**src/rtl/aip_responder_pkg.sv**
```systemverilog
// Shared AIP definitions: target select codes, STATUS bit positions, FSM encoding
// and a helper that assembles the STATUS word.
package aip_responder_pkg;

  // AIP target select codes (conf_dbus)
  localparam logic [4:0] CodeMemin  = 5'h00;
  localparam logic [4:0] CodeMemout = 5'h01;
  localparam logic [4:0] CodeConf   = 5'h02;
  localparam logic [4:0] CodeStatus = 5'h1E;
  localparam logic [4:0] CodeId     = 5'h1F;

  // STATUS register bit positions
  localparam int unsigned StatusDoneBit  = 0;
  localparam int unsigned StatusBusyBit  = 1;
  localparam int unsigned StatusIntEnBit = 16;

  typedef enum logic [0:0] {
    StIdle = 1'b0,
    StRun  = 1'b1
  } aip_state_e;

  function automatic logic [31:0] status_word(input logic done, input logic busy,
                                              input logic int_en);
    logic [31:0] w;
    w                 = '0;
    w[StatusDoneBit]  = done;
    w[StatusBusyBit]  = busy;
    w[StatusIntEnBit] = int_en;
    return w;
  endfunction

endpackage

```
**src/rtl/aip_dpram.sv**
```systemverilog
// Simple dual-port RAM: one synchronous write port, one registered read port.
// A read and write to the same address in one cycle returns the old word.
// Ports:
//   i_clk                                  clock
//   i_wr_en / i_wr_addr / i_wr_data        write port
//   i_rd_en / i_rd_addr                    read request (output updates only when enabled)
//   o_rd_data                              registered read data
module aip_dpram #(
  parameter  int unsigned Depth = 16,
  parameter  int unsigned Width = 32,
  localparam int unsigned Aw    = $clog2(Depth)
) (
  input  logic             i_clk,
  input  logic             i_wr_en,
  input  logic [Aw-1:0]    i_wr_addr,
  input  logic [Width-1:0] i_wr_data,
  input  logic             i_rd_en,
  input  logic [Aw-1:0]    i_rd_addr,
  output logic [Width-1:0] o_rd_data
);

  logic [Width-1:0] r_mem [Depth];
  logic [Width-1:0] r_rd_data;

  // Contents are intentionally not reset.
  always_ff @(posedge i_clk) begin
    if (i_wr_en) r_mem[i_wr_addr] <= i_wr_data;
    if (i_rd_en) r_rd_data <= r_mem[i_rd_addr];
  end

  assign o_rd_data = r_rd_data;

endmodule

```
**src/rtl/aip_responder.sv**
```systemverilog
// AIP responder: bridges the AIP bus (MEMIN/MEMOUT buffers, CONF, STATUS, ID)
// to a compute core with a start/done handshake and an interrupt request.
// Ports:
//   i_clk, i_rst_a                         clock, async active-low reset
//   i_en_s, i_conf_dbus, i_read, i_write,
//   i_start, i_data_in, o_data_out         AIP side
//   o_int_req                              interrupt request (done & int_en)
//   i_core_rd_addr, o_core_rd_data         core read port of input buffer
//   i_core_wr_en/addr/data                 core write port of output buffer
//   o_core_conf, o_core_start, i_core_done core control
module aip_responder
  import aip_responder_pkg::*;
#(
  parameter  logic [31:0] IP_ID        = 32'h0000_1001,
  parameter  int unsigned MEMIN_DEPTH  = 16,
  parameter  int unsigned MEMOUT_DEPTH = 16,
  localparam int unsigned InAw         = $clog2(MEMIN_DEPTH),
  localparam int unsigned OutAw        = $clog2(MEMOUT_DEPTH)
) (
  input  logic             i_clk,
  input  logic             i_rst_a,
  input  logic             i_en_s,
  input  logic [4:0]       i_conf_dbus,
  input  logic             i_read,
  input  logic             i_write,
  input  logic             i_start,
  input  logic [31:0]      i_data_in,
  output logic [31:0]      o_data_out,
  output logic             o_int_req,
  input  logic [InAw-1:0]  i_core_rd_addr,
  output logic [31:0]      o_core_rd_data,
  input  logic             i_core_wr_en,
  input  logic [OutAw-1:0] i_core_wr_addr,
  input  logic [31:0]      i_core_wr_data,
  output logic [31:0]      o_core_conf,
  output logic             o_core_start,
  input  logic             i_core_done
);

  aip_state_e      r_state, w_state_d;
  logic [4:0]      r_conf_dbus;
  logic [InAw-1:0] r_wr_ptr, w_wr_idx;
  logic [OutAw-1:0] r_rd_ptr, w_rd_idx;
  logic [31:0]     r_conf, r_reg_rdata, w_reg_rdata, w_memout_q;
  logic            r_out_from_mem;
  logic            r_done, w_done_d, r_int_en, r_int_req, r_core_start;
  logic            w_busy, w_start_fire;
  logic            w_wr, w_rd, w_memin_wr, w_memout_rd, w_conf_wr, w_status_wr, w_w1c;

  // A change of target restarts both buffer pointers; an access in the same
  // cycle already uses index 0.
  assign w_wr_idx = (i_conf_dbus != r_conf_dbus) ? '0 : r_wr_ptr;
  assign w_rd_idx = (i_conf_dbus != r_conf_dbus) ? '0 : r_rd_ptr;

  // Write has priority over read when both strobes are high.
  assign w_wr        = i_en_s & i_write;
  assign w_rd        = i_en_s & i_read & ~i_write;
  assign w_memin_wr  = w_wr & (i_conf_dbus == CodeMemin);
  assign w_conf_wr   = w_wr & (i_conf_dbus == CodeConf);
  assign w_status_wr = w_wr & (i_conf_dbus == CodeStatus);
  assign w_memout_rd = w_rd & (i_conf_dbus == CodeMemout);
  assign w_w1c       = w_status_wr & i_data_in[StatusDoneBit];
  assign w_busy      = (r_state == StRun);

  always_comb begin
    w_state_d    = r_state;
    w_start_fire = 1'b0;
    unique case (r_state)
      StIdle: begin
        if (i_en_s && i_start) begin
          w_start_fire = 1'b1;
          w_state_d    = StRun;
        end
      end
      StRun: begin
        if (i_core_done) w_state_d = StIdle;
      end
      default: w_state_d = StIdle;
    endcase
  end

  // Set from core_done wins over both clear sources.
  always_comb begin
    w_done_d = r_done;
    if (w_start_fire || w_w1c) w_done_d = 1'b0;
    if (i_core_done) w_done_d = 1'b1;
  end

  always_comb begin
    w_reg_rdata = '0;
    unique case (i_conf_dbus)
      CodeConf:   w_reg_rdata = r_conf;
      CodeStatus: w_reg_rdata = status_word(r_done, w_busy, r_int_en);
      CodeId:     w_reg_rdata = IP_ID;
      default:    w_reg_rdata = '0;
    endcase
  end

  always_ff @(posedge i_clk or negedge i_rst_a) begin
    if (!i_rst_a) begin
      r_state        <= StIdle;
      r_conf_dbus    <= '0;
      r_wr_ptr       <= '0;
      r_rd_ptr       <= '0;
      r_conf         <= '0;
      r_reg_rdata    <= '0;
      r_out_from_mem <= 1'b0;
      r_done         <= 1'b0;
      r_int_en       <= 1'b0;
      r_int_req      <= 1'b0;
      r_core_start   <= 1'b0;
    end else begin
      r_state      <= w_state_d;
      r_conf_dbus  <= i_conf_dbus;
      r_wr_ptr     <= w_memin_wr ? w_wr_idx + InAw'(1) : w_wr_idx;
      r_rd_ptr     <= w_memout_rd ? w_rd_idx + OutAw'(1) : w_rd_idx;
      r_done       <= w_done_d;
      r_int_req    <= r_done & r_int_en;
      r_core_start <= w_start_fire;
      if (w_conf_wr) r_conf <= i_data_in;
      if (w_status_wr) r_int_en <= i_data_in[StatusIntEnBit];
      // Output source and register snapshot only move on an accepted read,
      // so data_out holds otherwise.
      if (w_rd) begin
        r_out_from_mem <= w_memout_rd;
        r_reg_rdata    <= w_reg_rdata;
      end
    end
  end

  assign o_data_out   = r_out_from_mem ? w_memout_q : r_reg_rdata;
  assign o_int_req    = r_int_req;
  assign o_core_conf  = r_conf;
  assign o_core_start = r_core_start;

  aip_dpram #(
    .Depth(MEMIN_DEPTH),
    .Width(32)
  ) u_memin (
    .i_clk    (i_clk),
    .i_wr_en  (w_memin_wr),
    .i_wr_addr(w_wr_idx),
    .i_wr_data(i_data_in),
    .i_rd_en  (1'b1),
    .i_rd_addr(i_core_rd_addr),
    .o_rd_data(o_core_rd_data)
  );

  aip_dpram #(
    .Depth(MEMOUT_DEPTH),
    .Width(32)
  ) u_memout (
    .i_clk    (i_clk),
    .i_wr_en  (i_core_wr_en),
    .i_wr_addr(i_core_wr_addr),
    .i_wr_data(i_core_wr_data),
    .i_rd_en  (w_memout_rd),
    .i_rd_addr(w_rd_idx),
    .o_rd_data(w_memout_q)
  );

endmodule
```
**config.mk**
```make
export PLATFORM = sky130hd
export DESIGN_NAME = aip_responder
export DESIGN_NICKNAME = d
export VERILOG_FILES = /design/src/rtl/aip_responder_pkg.sv /design/src/rtl/aip_dpram.sv /design/src/rtl/aip_responder.sv
export SDC_FILE = /design/constraint.sdc
export NUM_CORES = 1
export LEC_CHECK = 0
export CORE_MARGIN = 4
export CORE_UTILIZATION = 54
export CTS_CLUSTER_SIZE = 24
export DETAILED_ROUTE_END_ITERATION = 12
export GPL_TIMING_DRIVEN = 1
export MAX_ROUTING_LAYER = met4
export PLACE_DENSITY = 0.75
export SLEW_MARGIN = 20
export SYNTH_ARGS = -nofsm -noshare
export SYNTH_HDL_FRONTEND = slang
export SYNTH_SLANG_ARGS = --single-unit
```
**constraint.sdc**
```tcl
create_clock -name i_clk -period 5.4 [get_ports i_clk]
set_clock_uncertainty 0.05 [all_clocks]
set_input_delay 0.54 -clock i_clk [delete_from_list [all_inputs] [get_ports i_clk]]
set_output_delay 0.54 -clock i_clk [all_outputs]
set_load 0.02 [all_outputs]
```
-- Yosys cells after proc, flatten, opt, wreduce, memory -nomap -nowiden
Memory sizes are Yosys's and may differ from the RTL's. A register that Yosys moved wholly into a read port is not among the register bits.
Index checks and enable logic that the tools add are counted.
- word-level logic and storage cells: 51
- memories: 2
- input bits: 85
- register bits after elaboration: 83
- bits in writable memories: 1024
- output and inout bits: 98
- add/subtract/negate cells: 2
- muxes and demuxes: 16
- equal/unequal tests: 5
- reductions and logical operators: 4
- bitwise gates (word level): 11
- memory list (name ; words ; width ; rd ports ; clocked after memory_dff ; wr ports ; RTL line ; RTL):
    u_memin.r_mem ; 16 ; 32 ; 1 ; 1 ; 1 ; aip_dpram.sv:22 ; logic [Width-1:0] r_mem [Depth];
    u_memout.r_mem ; 16 ; 32 ; 1 ; 1 ; 1 ; aip_dpram.sv:22 ;
- operators with widths (kind ; count):
    $pmux W32 S3 ; 1
    $mux W32 ; 1
    $mux W4 ; 4
    $eq A5 B5 Y1 const B ; 2
    $and A1 B1 Y1 ; 9
    $mux W1 ; 9
    $add A4 B1 Y4 const B ; 2
    $eq A5 B1 Y1 const B ; 1
    $eq A5 B2 Y1 const B ; 1
    $logic_not A5 Y1 ; 1
    $ne A5 B5 Y1 ; 1
    $not A1 Y1 ; 2
    $pmux W1 S2 ; 1
    $reduce_bool A2 Y1 ; 1
    $logic_and A1 B1 Y1 ; 1
    $logic_or A1 B1 Y1 ; 1

-- Depth between registers and ports, before layout
Gate-level depths: netlist of the first run.
- word-level depth: 6
- mapped depth: 10
- depth with buffers taken out: 8

-- Modules after synthesis
A second synthesis of the first run with hierarchy kept.
- cells, all modules: 2008
- area, all modules: 44199.9 um^2
- modules (own cells, without submodules) (module ; cells each ; sequential area each (um^2) ; instances ; area each (um^2)):
    aip_dpram ; 838 ; 16335.7 ; 2 ; 20174.3
    aip_responder ; 332 ; 2077.0 ; 1 ; 3851.2

-- Least setup slack after synthesis of the first run
OpenSTA, ideal clock, no wires.
- path kind: input-to-reg
- from: input port i_conf_dbus[0]
- to: memory u_memin.r_mem[7][0], enable pin
- setup slack: -0.477 ns
- required time: 4.848 ns
- arrival: 5.325 ns
- path buffers: 2
- cell stages on the path: 10
- setup time: 0.502 ns
- path through: buf_6 xor2_1 nor4_4 and2_1 buf_2 nand2_1 inv_1 ha_1 inv_1 nor4_1
- word-level cells in the longest chain between the ends: 4
- elaborated cells between the ends (all ways): 6
- classes of those cells: 1 x eq/ne; 3 x mux; 1 x bitwise; 1 x reduce/logical
- RTL lines (item ; RTL line ; RTL):
    from (decl) ; aip_responder.sv:23 ; input logic [4:0] i_conf_dbus,
    $logic_not A5 Y1 ; aip_responder.sv:58 ; assign w_memin_wr = w_wr & (i_conf_dbus == CodeMemin);
    $and A1 B1 Y1 ; aip_responder.sv:58 ;
    $mux W1 ; aip_dpram.sv:27 ; if (i_wr_en) r_mem[i_wr_addr] <= i_wr_data;
    $mux W1 (implied by the code) ; aip_dpram.sv:27 ;
    to (decl) ; aip_dpram.sv:22 ;
Several ways; a longest one is shown, not always the timed one.

-- Worst setup path in the final report of the first run
- from: input port i_conf_dbus[0]
- to: memory u_memin.r_mem[7][7], enable pin
Same word-level chain as after synthesis.

==> results of run 1 <==
## placed cells by master, fill, tap and decap left out, types with 66 or more instances in the layout
master	count
o21ai_0	97
dfrtp_1	79
clkdlybuf4s50_1	177
edfxtp_1	1056
mux4_2	162
nor2_1	70
mux2_2	125
mux2i_1	66
clkbuf_16	111
nand2_1	82
## final timing paths
check / startpoint / end / slack (ps) / cells after the start
max reg2reg: r_conf_dbus[0] / u_memin.r_mem[7][7] / 1760 / 10
max in group asynchronous: i_rst_a / r_rd_ptr[1] / 3800 / 3
min: i_conf_dbus[3] / r_conf_dbus[3] / 420 / 1
max: i_conf_dbus[0] / u_memin.r_mem[7][7] / 1600 / 11
min reg2reg: r_reg_rdata[25] / r_reg_rdata[25] / 440 / 2
min in group asynchronous: i_rst_a / o_core_conf[22] / 450 / 2
## area by class of cell
class	instances	area, um2	share of cell area
clock inverter	69	808	0.0157
multi-input combinational	953	9630	0.187
timing repair buffer	245	2340	0.0455
inverter	9	33.8	0.000655
sequential	1171	34400	0.668
clock buffer	139	2960	0.0575
tap	1060	1330	0.0257
antenna	6	15.0	0.000291
## critical path, stage by stage
cell and delay (ps):
clkdlybuf4s50_1 670, xor2_1 180, nor4_4 770, and2_1 230, buf_4 200, nand2_1 150, inv_1 110, ha_1 200
inv_1 140, nor4_4 320, buf_4 510
## cells by family (layout without fill, tap and decap cells)
kind of cell / after synthesis / after routing
buf+inv: 149 / 462
flops: 1171 / 1171
compound gates: 361 / 361
fa+ha+maj: 4 / 4
xor+xnor: 12 / 12
other cells: 0 / 6
mux: 353 / 353
simple gates: 223 / 223
## where the power goes
part	leakage [nW]	switching, mW	internal, mW
Combinational	3.71	0.459	0.351
Clock	1.83	3.30	4.66
Sequential	10.9	0.0868	10.0
Total	16.4	3.85	15.0
## routing by layer
| layer | routed length [um] | vias to the layer above |
|---|---|---|
| met1 | 40000 | 11900 |
| met2 | 54700 | 1209 |
| met5 | 0 | - |
| met3 | 9470 | 169 |
| met4 | 2140 | 0 |
| li1 | - | 9714 |
## through the flow
| step | util | power, mW | hold WS [ps] | setup WS, ps | instance area (um2) |
|---|---|---|---|---|---|
| finish | 0.636 | 18.9 | 415 | 1600 | 51600 |
| global route | 0.636 | 19.4 | 407 | 1460 | 51600 |
| CTS | 0.636 | 19.0 | 387 | 1680 | 51500 |
| detailed placement | 0.589 | 11.1 | 422 | 1000 | 47700 |
| global placement | 0.589 | 11.1 | 414 | 1160 | 47700 |
| floorplan | - | 10.6 | 194 | 495 | 44500 |
## state kept, by name (all words and copies together) (netlist names)
register / flops
u_memin.o_rd_data: 32
o_core_start: 1
o_core_conf: 32
u_memout.r_mem: 512
u_memin.r_mem: 512
r_reg_rdata: 32
u_memout.o_rd_data: 32
r_out_from_mem: 1
r_conf_dbus: 5
r_rd_ptr: 4
r_state: 1
r_int_en: 1
o_int_req: 1
r_wr_ptr: 4
r_done: 1
==> metrics.md, run 1 <==
| Metric | Value |
|---|---|
| #FFs+latches synth | 1,171 |
| Top cells by count, synth | edfxtp_1, mux4_2, mux2_2 |
| Post-synth top area share | 0.714 |
| Port Buffer Count | 182 |
| Fmax | 263 MHz |
| Met1 Use GR | 0.336 |
| Antenna viol nets, final | 0 |
| M2 GR Usage | 0.418 |
| Nets | approximately 2,600 |
| Adder-cell share of the synthesized area | 0.00113 |
| Die Wd | 295 um |
| Mean Syn Cell Area | around 20 um2 |
| Htree depth | 3 |
| Hpwl dp | 60,000 um |
| Total track usage | 0.253 |
| Worst-Skew Late Latency | around 670 ps |
| CTS buffer count | 109 |
| Arr. time, crit path | 4050 ps |
| Via Count | around 23,000 |
| Distinct cells, synth | 55 |
| Worst-margin pin slew | 1110 ps |
| Required @ worst endpoint | 5650 ps |
| CP Capture Type | register |
| XOR/XNOR Fraction of Synth Area | 0.00253 |
| Synthesized cell area | 44,400 um2 |
| Minimum clock period | 3800 ps |
| Drt total wl | 106,000 um |
| Period utilisation layout | 0.704 |
| Pre-antenna DRT Iters | 5 |
| CP Launch Type | input pin |
| Syn nets | approximately 2,400 |
| Share of layout cells above drive strength 1 | 0.221 |
| Initial core utilization | 0.548 |
| Max FO, Critical Path | 32 |
| Fraction of registers with async set/reset | 0.0709 |
| Cts hold-fix bufs | 1 |
| Gpl congestion | 0.813 |
| Power density over cell area | approximately 370 nW/um2 |
| CTS clk-pin slew, worst paths | 60 ps |
| Num ports | approximately 180 |
| Core ar. | roughly 80,000 um2 |
| Vias in the first global route | around 24,000 |
| Final setup viols | 0 |
| CTS tree | yes |
| Peak supply drop | ~0.00027 V |
| Worst min-delay path class | input pin to register |
| P_leak | 16.4 nW |
| Count of standard-cell rows | 104 |
| Clock root buffer | clkbuf_16 |
| Pin count of the biggest net entering global routing | ~70 |
| RSZ-0062 raised after global routing | false |
| Clock Sinks | approximately 1,200 |
| M3 GR Usage | 0.0426 |
| Status | finished clean |
| Fin. max-slew vios | 0 |
| Placed cells | around 3,400 |
| Most common cell in the synthesized netlist | edfxtp_1 |
| Detailed router's first-iteration violation count | 2,603 |
| Largest family of logic cells by synthesized area | multiplexers |
| Compound-Gate Fraction of Synth Area | 0.0562 |
| Cells after synthesis | 2,273 |
| Synth Flop Type | edfxtp_1 |
| Vias per cell | 6.31 |
| Initial antenna violation count | 5 |
| Area Growth Syn to Fin | 16.1% |
| Drt drc | 0 |
| Grt peak-use layer | met2 |
| Worst setup path class | input pin to register |
| Rel. slew slack | 0.262 |
| Fillers | ~5,300 |
| GRT overflow | 0 |
| Top cells by area, synth | edfxtp_1, mux4_2, dfrtp_1 |
| Fin. Hold Viols | 0 |
| Multiplexer share of the synthesized area | 0.129 |
| YS warnings | 0 |
| Max Buffers Root-to-Sink | 3 |
| Max cap viols | 0 |
| Die Area | 86,900 um2 |
| Synth Area in Simple Gates | 0.0224 |
| Post-synth EDFFs | 1,056 |
| Sequential area share after synthesis | 0.775 |
| Dominant cell type by area after synthesis | edfxtp_1 |
| Cts repair resizes | 0 |
| Non-Filler Instances | 3,652 |
| Wire per inst | 29.1 um |
| First-pass GRT wire length | 157,000 um |
| TNS Setup | 0 ps |
| Die extent in y | slightly below 300 um |
| Setup fix buffers added after clock tree synthesis | 0 |
(Power assumes the default switching activity.)
==> run 2: changes to the inputs <==
Settings changed: CORE_UTILIZATION 54 to 55, PLACE_DENSITY 0.75 to 0.73.
Clock period 5.4 ns to 3.7 ns, I/O delays scaled along.
==> run 2 against run 1 <==
Compared with the run above:
- non-clock buffer count grew 30
- via count grew 0.99%
- clock-buffer cell count grew 14
- combinational power grew 49%
- sequential power grew 46%
- sequential cell count is the same
- sequential share of layout area shrank 0.35 points
==> metrics.md, run 2 (synthesized netlist as in run 1, its figures left out) <==
| Metric | Value |
|---|---|
| Status | finished clean |
| Power density over cell area | 522 nW/um2 |
| Setup ws final | 459 ps |
| Internal power | 21.6 mW |
| Pre-antenna DRT Iters | 6 |
| Met3 WL | 9760 um |
| Count of standard-cell rows | 103 |
| Multi-input gate area | 9660 um2 |
| Arr. time, crit path | 2820 ps |
| Fin. max-slew vios | 0 |
| Net Sw Power | around 5.5 mW |
| Post-Place Worst Slack | -80.7 ps |
| CTS tree | yes |
| Share of layout cells above drive strength 1 | 0.225 |
| CTS buffer count | 112 |
| Minimum clock period | 3240 ps |
| Die Wd | 292 um |
| GRT overflow | 0 |
| CP Capture Type | output pin |
| Fmax | 309 MHz |
| Vias per cell | roughly 6.3 |
| Drt drc | 0 |
| Rel. slew slack | 0.285 |
| Hpwl dp | 60,100 um |
| Htree depth | 3 |
| Antenna viol nets, final | 0 |
| Fillers | 5,111 |
| Commonest non-fill, non-tap cell in the layout | edfxtp_1 |
| CTS clk-pin slew, worst paths | about 60 ps |
| Die extent in y | 292 um |
| Wire per inst | 28.6 um |
| Area Growth Syn to Fin | 16.7% |
| Via Count | 23,300 |
| First-pass GRT wire length | about 160,000 um |
| Core ar. | 79,500 um2 |
| Register Area | 34,400 um2 |
| Die Area | 85,400 um2 |
| Worst setup path class | register to output pin |
| Period utilisation layout | 0.876 |
| Cts repair resizes | 0 |
| Worst-margin pin slew | 1070 ps |
| Total track usage | 0.252 |
| Vias in the first global route | around 24,000 |
| Detailed router's first-iteration violation count | 2,548 |
| WL met1 | slightly above 40,000 um |
| Worst-Skew Late Latency | 670 ps |
| Max FO, Critical Path | 21 |
| P_leak | 16.6 nW |
| Most frequent cells in the layout | edfxtp_1, clkdlybuf4s50_1, mux4_2 |
| Nets | 2,611 |
| Top sig layer | met4 |
| Final Util | 0.652 |
| Required @ worst endpoint | 3280 ps |
| Clock Sinks | 1,171 |
| Initial core utilization | 0.559 |
| Met2 wire len | 51,600 um |
| Clock root buffer | clkbuf_16 |
| Max Buffers Root-to-Sink | 3 |
| Switching share of power | 0.203 |
| Share of power burned in registers | 0.545 |
| Port Buffer Count | 182 |
| Largest regs | u_memin.r_mem: 512 flops, u_memout.r_mem: 512 flops |
| Peak supply drop | ~0.00045 V |
| Max cap viols | 0 |
| Gpl congestion | 0.847 |
| Combinational power share | 0.045 |
| Initial antenna violation count | 13 |
| Clock share of power | 0.410 |
| Pin count of the biggest net entering global routing | 66 |
| Drt total wl | 105,000 um |
| Fin. Hold Viols | 0 |
| Worst min-delay path class | input pin to asynchronous set/reset pin |
| CP Launch Type | register |
| Num ports | 183 |
| Final setup viols | 0 |
| RSZ-0062 raised after global routing | false |
run 2: final cells by class:
cell class / instances / area share
diodes: 7 / 0.000338
clock inverters: 52 / 0.0106
inverters: 9 / 0.000652
well taps: 1050 / 0.0253
clock buffers: 153 / 0.0582
repair buffers: 275 / 0.0541
multi-input cells: 953 / 0.186
flip-flops and latches: 1171 / 0.664
run 2: path summary, 6_finish.rpt:
check	endpoint	cells after the start	slack (ps)	startpoint
min reg2reg	r_reg_rdata[9]	2	440	r_reg_rdata[9]
min	o_core_conf[6]	2	110	i_rst_a
min in group i_clk	r_conf_dbus[3]	1	270	i_conf_dbus[3]
max	o_data_out[26]	3	460	r_out_from_mem
max in group asynchronous	r_rd_ptr[0]	3	2630	i_rst_a
max reg2reg	u_memin.r_mem[15][31]	9	730	r_conf_dbus[2]
run 2: power by group through the flow:
stage          logic [mW]  registers (mW)  clock network, mW
2_1_floorplan       0.455            15.1                  0
3_3_place_gp         1.18            15.0                  0
3_5_place_dp         1.21            15.0                  0
4_1_cts              1.22            14.7               11.2
5_1_grt              1.29            14.8               11.8
6_report             1.21            14.7               11.1
run 2: stage by stage:
step	setup TNS [ps]	hold WS, ps	total power, mW	cells	area (um2)
final	0	110	27.0	3670	51800
after global routing	0	104	27.9	3670	51800
after CTS	0	84.1	27.2	3662	51800
after detailed placement	-881	254	16.2	3456	48200
after global placement	0	247	16.2	3456	48200
after floorplan	-3140	24.4	15.5	2273	44500
run 2: routing by layer:
layer,vias up,track usage
li1,9790,-
met1,12100,0.345
met2,1156,0.392
met3,174,0.0570
met4,0,0.0634
met5,-,-
run 2: what timing repair did:
action                                  in CTS  in global routing
hold buffers                                 1                  0
buffers inserted                             0                  0
endpoints found under the setup margin       0                  0
endpoints found under the hold margin       45                  0
run 2: critical path, cell delays in order (launching register included):
cell and delay, ps:
dfrtp_2 840, buf_4 350, mux2_2 400, clkdlybuf4s50_1 550
==> run 3: changes to the inputs <==
Settings changed: CAP_MARGIN set to 0, CTS_BUF_LIST set to sky130_fd_sc_hd__clkbuf_8.
==> run 3 against run 2 <==
Compared with the run above:
- utilization shrank 0.29 points
- global-route usage is essentially flat
- maximum frequency shrank 3.3%
- non-clock buffer count grew 1
- routed wire length shrank 0.43%
- register-to-register slack lost 20 ps
- critical endpoint is now o_data_out[27]
- worst setup slack lost 110 ps
- clock power shrank 11%
- cell area shrank 0.44%
- sequential share of layout area grew 0.29 points
- die area is the same
==> metrics.md, run 3 (synthesized netlist as in run 1, its figures left out) <==
| Metric | Value |
|---|---|
| Final Instance Area | 51,600 um2 |
| Worst min-delay path class | input pin to register |
| Max Buffers Root-to-Sink | 3 |
| Clock Sinks | 1,171 |
| Area Growth Syn to Fin | 16.2% |
| Internal power | 20.3 mW |
| Vias per cell | 6.20 |
| Share of power burned in registers | 0.571 |
| Fmax | 298 MHz |
| Worst-Skew Late Latency | 800 ps |
| Via Count | 23,500 |
| Initial core utilization | 0.559 |
| Pre-antenna DRT Iters | 5 |
| Final Util | 0.649 |
| Minimum clock period | 3350 ps |
| Peak supply drop | 0.000327 V |
| GRT overflow | 0 |
| Gpl congestion | 0.847 |
| CTS buffer count | 178 |
| Total power | around 26 mW |
| Hpwl dp | 60,100 um |
| CTS tree | yes |
| First-pass GRT wire length | roughly 150,000 um |
| Share of layout cells above drive strength 1 | 0.243 |
| Drt total wl | 105,000 um |
| Antenna viol nets, final | 0 |
| Worst-margin pin slew | 1100 ps |
| Required @ worst endpoint | ~3300 ps |
| Arr. time, crit path | 2930 ps |
| Most frequent cells in the layout | edfxtp_1, clkbuf_8, clkdlybuf4s50_1 |
| Count of standard-cell rows | 103 |
| Rel. slew slack | 0.267 |
| Commonest non-fill, non-tap cell in the layout | edfxtp_1 |
| Fin. Hold Viols | 0 |
| Fin. max-slew vios | 0 |
| CP Capture Type | output pin |
| Initial antenna violation count | 12 |
| Largest regs | u_memin.r_mem: 512 flops, u_memout.r_mem: 512 flops |
| CP Launch Type | register |
| Clock share of power | 0.383 |
| Nets | 2,678 |
| Power density over cell area | 501 nW/um2 |
| Wire per inst | 27.6 um |
| Period utilisation layout | 0.906 |
| P_leak | 16.8 nW |
| Total track usage | 0.252 |
| Htree depth | 4 |
| Cts repair resizes | 0 |
| Max cap viols | 0 |
| Setup ws final | 349 ps |
| Post-Place Worst Slack | -80.7 ps |
| Worst setup path class | register to output pin |
| Max FO, Critical Path | 21 |
| Switching share of power | 0.216 |
| Combinational power share | 0.047 |
| Clock root buffer | clkbuf_8 |
| Detailed router's first-iteration violation count | roughly 2,500 |
| TNS Setup | 0 ps |
| Vias in the first global route | 24,100 |
| Net Sw Power | 5.58 mW |
| RSZ-0062 raised after global routing | false |
| Num ports | 183 |
| Die Wd | between 200 and 300 um |
| Die extent in y | 292 um |
| CTS clk-pin slew, worst paths | 60 ps |
| Status | finished clean |
| Drt drc | 0 |
| Die Area | 85,400 um2 |
| Port Buffer Count | 182 |
| Core ar. | around 80,000 um2 |
| DP Area | 48,200 um2 |
| Final setup viols | 0 |
| Pin count of the biggest net entering global routing | 66 |
-- run 3: changes by cell type in the layout (fill, tap and decap cells not counted) --
cell	before	now
bufinv_16	10	4
clkbuf_8	7	195
inv_8	0	2
inv_1	9	64
inv_6	4	3
diode_2	7	8
clkbuf_1	35	0
clkbuf_16	112	0
clkinv_2	14	21
clkinv_1	18	38
inv_16	2	0
buf_2	2	3
-- run 3: area by class of cell --
cell class	instances	area, um2
Sequential cell	1171	34400
Fill cell	5223	27900
Multi-Input combinational cell	953	9660
Timing Repair Buffer	276	2810
Clock buffer	194	2670
Tap cell	1050	1310
Clock inverter	127	662
Inverter	9	33.8
Antenna cell	8	20.0
-- run 3: metrics by stage --
step / hold WS, ps / std cells
5_1_grt: 103 / 3787
3_3_place_gp: 247 / 3456
4_1_cts: 55.3 / 3779
3_5_place_dp: 254 / 3456
2_1_floorplan: 24.4 / 2273
6_report: 123 / 3788
-- run 3: final timing paths --
path / cells past startpoint / endpoint / slack, ps / startpoint
min in group asynchronous: 3 / o_core_conf[1] / 140 / i_rst_a
max: 3 / o_data_out[27] / 350 / r_out_from_mem
min: 1 / r_conf_dbus[3] / 120 / i_conf_dbus[3]
max in group asynchronous: 3 / r_rd_ptr[1] / 2950 / i_rst_a
min reg2reg: 2 / r_reg_rdata[9] / 430 / r_reg_rdata[9]
max reg2reg: 9 / u_memin.r_mem[15][31] / 710 / r_conf_dbus[2]
-- run 3: critical path, cell delays in order, from the launching register on --
cell,delay [ps]
dfrtp_2,830
buf_4,350
mux2_2,400
clkdlybuf4s50_1,540
-- run 3: power groups by stage --
stage / Clock, mW / Sequential (mW) / Combinational (mW)
floorplan: 0 / 15.1 / 0.455
global placement: 0 / 15.0 / 1.18
detailed placement: 0 / 15.0 / 1.21
CTS: 10.1 / 14.7 / 1.22
global route: 10.7 / 14.8 / 1.28
finish: 9.89 / 14.7 / 1.21
-- run 3: metal layers --
metal,track usage,share of wire
met2,0.388,0.49
met3,0.0619,0.092
met1,0.338,0.40
met4,0.0780,0.023
met5,-,0
-- run 3: timing repair --
action / CTS / global route
buffers inserted: 0 / 0
hold buffers: 2 / 0
endpoints found under the hold margin: 83 / 0
